[config.mk]
export PLATFORM = sky130hd
export DESIGN_NAME = gpio_controller_debounce_flat
export DESIGN_NICKNAME = d
export VERILOG_FILES = /design/src/rtl/gpio_controller_debounce_if.sv /design/src/rtl/gpio_controller_debounce.sv /design/src/flat_wrapper.sv
export SDC_FILE = /design/constraint.sdc
export NUM_CORES = 2
export LEC_CHECK = 0
export BUFFER_PORTS_ARGS = -buffer_cell sky130_fd_sc_hd__clkbuf_2
export CAP_MARGIN = 30
export CORE_ASPECT_RATIO = 1.5
export CORE_MARGIN = 1.5
export CORE_UTILIZATION = 66
export DETAILED_ROUTE_END_ITERATION = 7
export GPL_TIMING_DRIVEN = 0
export PLACE_DENSITY = 0.91
export SLEW_MARGIN = 20
export SYNTH_ARGS = -nofsm -noshare
export SYNTH_HDL_FRONTEND = slang
export SYNTH_SLANG_ARGS = --single-unit
[constraint.sdc]
create_clock -name clk -period 9.96 [get_ports clk]
set_clock_uncertainty 0.15 [all_clocks]
set_input_delay 0 -clock clk [delete_from_list [all_inputs] [get_ports clk]]
set_output_delay 0 -clock clk [all_outputs]
set_load 0.03 [all_outputs]
[src/rtl/gpio_controller_debounce_if.sv]
// rtl/gpio_controller_debounce_if.sv - GPIO debounce filter bus: synced inputs, CSR config, filtered outputs
interface gpio_controller_debounce_if #(
  parameter int WIDTH = 256,
  parameter int CNT_W = 4,
  parameter int PRE_W = 16
);
  logic [WIDTH-1:0] in_data;
  logic [WIDTH-1:0] filter_enable;
  logic [PRE_W-1:0] prescale;
  logic [CNT_W-1:0] threshold;
  logic [WIDTH-1:0] out_data;
  logic             sample_tick;

  modport master (
    output in_data,
    output filter_enable,
    output prescale,
    output threshold,
    input  out_data,
    input  sample_tick
  );

  modport slave (
    input  in_data,
    input  filter_enable,
    input  prescale,
    input  threshold,
    output out_data,
    output sample_tick
  );
endinterface

[src/rtl/gpio_controller_debounce.sv]
// rtl/gpio_controller_debounce.sv - per-pin GPIO glitch/debounce filter with shared sample prescaler
module gpio_controller_debounce #(
  parameter int WIDTH = 256,
  parameter int CNT_W = 4,
  parameter int PRE_W = 16
) (
  input  logic                  clk,
  input  logic                  rst_n,
  gpio_controller_debounce_if.slave bus
);

  logic [PRE_W-1:0] pre_cnt;
  logic             tick;
  logic [WIDTH-1:0] out_q;
  logic [CNT_W-1:0] cnt [WIDTH];

  // Tick is gated by reset so it reads 0 while rst_n is low, even with prescale = 0.
  // The >= compare means lowering prescale below pre_cnt ticks at once instead of wrapping.
  assign tick            = rst_n && (pre_cnt >= bus.prescale);
  assign bus.sample_tick = tick;
  assign bus.out_data    = out_q;

  // Shared prescaler: free-running count that restarts on every tick.
  always_ff @(posedge clk) begin
    if (!rst_n) begin
      pre_cnt <= '0;
    end else if (tick) begin
      pre_cnt <= '0;
    end else begin
      pre_cnt <= pre_cnt + 1'b1;
    end
  end

  // Per-pin filter: bypassed pins follow input each clk; filtered pins commit after
  // threshold+1 consecutive differing ticks, any matching tick restarts the count.
  always_ff @(posedge clk) begin
    if (!rst_n) begin
      out_q <= '0;
      for (int i = 0; i < WIDTH; i++) begin
        cnt[i] <= '0;
      end
    end else begin
      for (int i = 0; i < WIDTH; i++) begin
        if (!bus.filter_enable[i]) begin
          out_q[i] <= bus.in_data[i];
          cnt[i]   <= '0;
        end else if (tick) begin
          if (bus.in_data[i] == out_q[i]) begin
            cnt[i] <= '0;
          end else if (cnt[i] >= bus.threshold) begin
            out_q[i] <= bus.in_data[i];
            cnt[i]   <= '0;
          end else begin
            cnt[i] <= cnt[i] + 1'b1;
          end
        end
      end
    end
  end

endmodule

[src/flat_wrapper.sv]
// flat-port wrapper written by rule: the top's interface ports become plain ports
module gpio_controller_debounce_flat 
#(
  parameter int WIDTH = 256,
  parameter int CNT_W = 4,
  parameter int PRE_W = 16
)
  (clk, rst_n, bus_in_data, bus_filter_enable, bus_prescale, bus_threshold, bus_out_data, bus_sample_tick);
  gpio_controller_debounce_if #(.WIDTH(WIDTH), .CNT_W(CNT_W), .PRE_W(PRE_W)) bus_i ();
  input  logic clk;
  input  logic rst_n;
  input wire logic [$bits(bus_i.in_data)-1:0] bus_in_data;
  input wire logic [$bits(bus_i.filter_enable)-1:0] bus_filter_enable;
  input wire logic [$bits(bus_i.prescale)-1:0] bus_prescale;
  input wire logic [$bits(bus_i.threshold)-1:0] bus_threshold;
  output wire logic [$bits(bus_i.out_data)-1:0] bus_out_data;
  output wire logic [$bits(bus_i.sample_tick)-1:0] bus_sample_tick;
  assign bus_i.in_data = bus_in_data;
  assign bus_i.filter_enable = bus_filter_enable;
  assign bus_i.prescale = bus_prescale;
  assign bus_i.threshold = bus_threshold;
  assign bus_out_data = bus_i.out_data;
  assign bus_sample_tick = bus_i.sample_tick;
  gpio_controller_debounce #(.WIDTH(WIDTH), .CNT_W(CNT_W), .PRE_W(PRE_W)) u_core (.clk(clk), .rst_n(rst_n), .bus(bus_i));
endmodule
==> results of run 1 <==
==> stage by stage <==
stage                     setup slack, ns  area (um2)  hold WS (ns)
after detailed placement             5.64       92000         0.111
after global placement              -2.29       91600         0.100
after floorplan                      3.52       85500      -0.00781
after CTS                            5.18      108000       0.00106
==> cell families after synthesis <==
group / after synthesis
muxes: 161
DFF: 1296
adders and majority gates: 1297
AOI/OAI and AO/OA: 1128
xor gates and xnor gates: 782
buffers and inverters: 687
and+or+nand+nor: 2966
==> metal layers <==
metal | overflow | GRT usage (%)
met1 | 11 | 66.6
met3 | 12 | 54.1
met4 | 197 | 71.6
met2 | 289 | 88.6
met5 | 2 | 20.8
==> synth_stat cells <==
| library cell | number |
|---|---|
| nor2_1 | 1141 |
| nor4_1 | 1 |
| nand4_4 | 60 |
| o41a_1 | 1 |
| nand4_2 | 8 |
| a31oi_1 | 1 |
| nand2b_1 | 417 |
| buf_4 | 24 |
| buf_12 | 6 |
| nand2_1 | 778 |
| xor2_1 | 520 |
| a21oi_1 | 516 |
| nand2b_4 | 1 |
| a21o_1 | 512 |
| o21ai_0 | 1 |
| buf_6 | 34 |
| buf_8 | 1 |
| edfxtp_1 | 1024 |
| ha_1 | 1297 |
| clkbuf_1 | 66 |
| and3_1 | 99 |
| nor4_2 | 1 |
| a2111oi_4 | 1 |
| xnor2_1 | 262 |
| o21a_1 | 1 |
| nand4_1 | 31 |
| nor3_1 | 1 |
| o311ai_0 | 61 |
| and2_1 | 1 |
| nand3_2 | 10 |
| mux2i_1 | 161 |
| o311ai_1 | 34 |
| or3_1 | 2 |
| nand3_1 | 415 |
| dfxtp_1 | 272 |
| inv_1 | 532 |
| buf_2 | 24 |
==> timing repair <==
item | in CTS
hold endpoints to repair | 2304
setup endpoints to repair | 0
setup buffers | 0
hold buffers | 1147
gates resized for setup | 0
==> flow_metrics.tcl, run 1 <==
set metrics [dict create \
    rows 161 \
    synth_top_area_share_pct 36.0 \
    grt_overflow 511 \
    synthXorXnorAreaFrac_pct 8.01 \
    dp.final_hpwl_um 176000 \
    start_util_pct 66.5 \
    ys_seq_area_share_pct 42.3 \
    cts_sinks 1296 \
    outcome "stopped before the end" \
    avgSynthCellArea_um2 10.3 \
    yosysUniqueCellTypes 37 \
    synthAdderAreaFrac_pct 19.0 \
    grt_usage_pct 69.5 \
    place.gp.congestion 0.934 \
    lastStage "5_1_grt" \
    synthMuxAreaShare_pct 1.88 \
    synth_compound_area_share_pct 8.56 \
    grt_pass1_vias 103000 \
    clock_path_buffers 3 \
    grt_pass1_wl_um 685000 \
    synth_warnings 0 \
    synth_cells 8317 \
    synth_nets 10100 \
    ys_ff_latch 1296 \
    yosys.area_share.simple_pct 16.6 \
    grt_max_degree 77 \
    syn_area_um2 85500 \
    synthTopCellsByArea "edfxtp_1 (36%), ha_1 (19%), dfxtp_1 (6.4%)" \
    synth_top_family_by_area "adder cells" \
    dp_cells 10800 \
    die_w_um 297 \
    cts-root-buf "clkbuf_16" \
    die_h_um 444 \
    port_buffers 790 \
    error_message "[ERROR GRT-0116] Global routing finished with congestion. Check the congestion regions in the DRC Viewer." \
    cts_max_level 4 \
    synth_top_area_cell "edfxtp_1" \
    num_io_pins 791 \
    cts_buffers 130 \
]
==> inputs of run 2 (changes only) <==
CORE_ASPECT_RATIO = default   (was 1.5)
CORE_UTILIZATION = 40   (was 66)
PLACE_DENSITY = default   (was 0.91)
PLACE_DENSITY_LB_ADDON = 0.15   (was default)
==> run 2 against run 1 <==
  * The flow now finishes, with violations (design-rule violations)
  * Area after synthesis unchanged
  * Synthesized cell count unchanged
==> flow_metrics.tcl, run 2 <==
set metrics [dict create \
    finalHoldViolations 0 \
    period_needed_ns 4.86 \
    p_int_mw 10.8 \
    synth_top_area_cell "edfxtp_1" \
    num_io_pins 791 \
    outcome "finished, violations left" \
    wire_per_inst_um 19.8 \
    dp_cells 12000 \
    tightest_slew_ns 0.993 \
    end_kind "flop" \
    critPathSlowestCell "nor4_2" \
    grt_pass1_vias 69900 \
    grt_overflow 0 \
    synthArstFlopShare_pct 0 \
    final_cell_mix "ha_1 (1297), dlygate4sd3_1 (1254), nor2_1 (1141)" \
    ir_drop_mv 0.169 \
    crit_path_max_fanout 10 \
    layout_commonest_cell "ha_1" \
    clock.fmax_ghz 0.206 \
    top_register "u_core.cnt" \
    synth_nets 10100 \
    dpl-instance-area_um2 93600 \
    power_frac_seq_pct 42.5 \
    maxSlewViolCount 0 \
    leakage_nw 52.2 \
    rrSetupSlack_ns 5.10 \
    ff_latch_area_um2 36200 \
    cts-resized-gates 0 \
    vias_per_cell 5.07 \
    port_buffers 790 \
    crit_path_start "u_core.pre_cnt[0]$_SDFF_PP0_" \
    ys_ff_latch 1296 \
    synth_top_area_share_pct 36.0 \
    crit_arrival_ns 5.47 \
    dp.final_hpwl_um 187000 \
    fillers 19200 \
    start_util_pct 40.3 \
    total_power_mw 14.9 \
    die_w_um 465 \
    worstSkewPairLatency_ns 0.83 \
    r2r_start "u_core.pre_cnt[0]$_SDFF_PP0_" \
    reg2reg_depth 13 \
    hold_class "primary input to flop" \
    area_growth_pct 30.7 \
    synth_warnings 0 \
    design_area_um2 112000 \
    p_sw_mw 4.13 \
    hold_path_depth 3 \
    clock_path_buffers 3 \
    drc 78 \
    ctsHoldBuffers 1254 \
    drt_wl_total_um 269000 \
    synthTopCellsByArea "edfxtp_1 (36%), ha_1 (19%), dfxtp_1 (6.4%)" \
    die_h_um 465 \
    dr_total_vias 68700 \
    antenna_left 0 \
    yosysUniqueCellTypes 37 \
    cts_buffers 161 \
    yosysMostFrequentCell "ha_1" \
    crit_path_cell_trace "inv_1 > ha_1 > nand2b_4 > a2111oi_4 > nor4_2 > nor4_2 > buf_2 > buf_6 > buf_6 > buf_2 > nand2_1 > o311ai_0 > dlygate4sd3_1" \
    multiInputGateArea_um2 46200 \
    swShare_pct 27.7 \
    tns_ns 0 \
    maxCapViolCount 0 \
    power_density_nw_per_um2 134 \
    coreArea_um2 212000 \
    die_area_um2 217000 \
    synth_edf_count 1024 \
    dr.pass1.iters 8 \
    synth_commonest_cells "ha_1 (1297), nor2_1 (1141), edfxtp_1 (1024)" \
    syn_area_um2 85500 \
    cts_sinks 1296 \
    violations "design-rule violations" \
    first_iter_violations 3949 \
    place_ws_ns 5.45 \
    antenna_found_initial 97 \
    fin_crit_sh_pct 48.8 \
    pwr-share-comb_pct 16.9 \
    max_stage_delay_ns 0.72 \
    grt_pass1_wl_um 409000 \
    avgSynthCellArea_um2 10.3 \
    rsz0062_at_grt "no" \
    cts-root-buf "clkbuf_16" \
    cts_setup_buffers 0 \
    place.gp.congestion 0.853 \
    cts_tree "yes" \
    drive_gt1_share_pct 11.5 \
    required_ns 10.57 \
    grt_usage_pct 24.4 \
    path_clk_slew_ns 0.06 \
    hold_slack_ns 0.0735 \
    layout.nets 12400 \
    finalNonFillerCells 13600 \
    p_clk_share_pct 40.6 \
    holdCritStartpoint "bus_filter_enable[209]" \
    worst_slack_ns 5.10 \
    cts_max_level 4 \
    start_kind "flop" \
    path_class "flop to flop" \
    slew_headroom_pct 33.8 \
    ys.flop_type "edfxtp_1" \
    rr_endpoint "u_core.bus.out_data[123]$_SDFFE_PN0P_" \
    rows 169 \
    synth_cells 8317 \
    largest_reg_flops 1024 \
    grt_max_degree 71 \
    worstSetupEndpoint "u_core.bus.out_data[123]$_SDFFE_PN0P_" \
    ys_seq_area_share_pct 42.3 \
    final_util_pct 52.6 \
    finalSetupViolCount 0 \
]
-- run 2: cell counts after synthesis --
No cell type changed its count.
-- run 2: worst max-delay path, delay by kind of cell, from the launching register on --
kind / cells / cell delay (ns)
AND/OR/NAND/NOR: 4 / 1.08
adder cells (fa/ha/maj): 1 / 0.27
AO/OA/AOI/OAI: 2 / 0.49
flip-flops: 1 / 0.41
buffers and inverters: 6 / 2.36
-- run 2: worst min-delay path by stage --
stage	slack, ns	end
6_report	0.07	u_core.cnt[0][839]$_SDFFCE_PN0P_
3_3_place_gp	0.10	u_core.bus.out_data[65]$_SDFFE_PN0P_
3_5_place_dp	0.11	u_core.bus.out_data[162]$_SDFFE_PN0P_
5_1_grt	0.04	u_core.cnt[0][217]$_SDFFCE_PN0P_
2_1_floorplan	-0.008	u_core.bus.out_data[15]$_SDFFE_PN0P_
4_1_cts	0.00004	u_core.cnt[0][643]$_SDFFCE_PN0P_
-- run 2: kinds of logic after synthesis --
logic type	share of synthesized area, %
fa+ha+maj	19.0
mux	1.88
compound gates	8.56
flops	42.3
xor+xnor	8.01
simple gates	16.6
buf+inv	3.58
-- run 2: layer usage --
metal	vias up	routed length, um	GRT usage [%]
met2	1640	126000	41.3
met3	468	16900	5.40
met1	32800	117000	30.7
li1	33700	-	-
met5	-	436	0
met4	74	8830	8.34
-- run 2: final cells by class --
class | instances | area share, %
Tap cell | 2821 | 3.16
Timing Repair Buffer | 2068 | 15.3
Clock buffer | 242 | 4.14
Multi-Input combinational cell | 6334 | 41.4
Antenna cell | 52 | 0.116
Clock inverter | 62 | 0.712
Inverter | 532 | 1.81
Sequential cell | 1296 | 32.4
Buffer | 155 | 0.961
-- run 2: power groups by stage --
| stage | Combinational, mW | Clock (mW) | Sequential [mW] |
|---|---|---|---|
| after floorplan | 1.17 | 0 | 6.54 |
| after global placement | 2.00 | 0 | 6.43 |
| after detailed placement | 2.06 | 0 | 6.44 |
| after CTS | 2.52 | 6.21 | 6.33 |
| after global routing | 2.80 | 6.40 | 6.37 |
| final | 2.53 | 6.06 | 6.33 |
No activity file was read; power rests on OpenSTA's default activity.
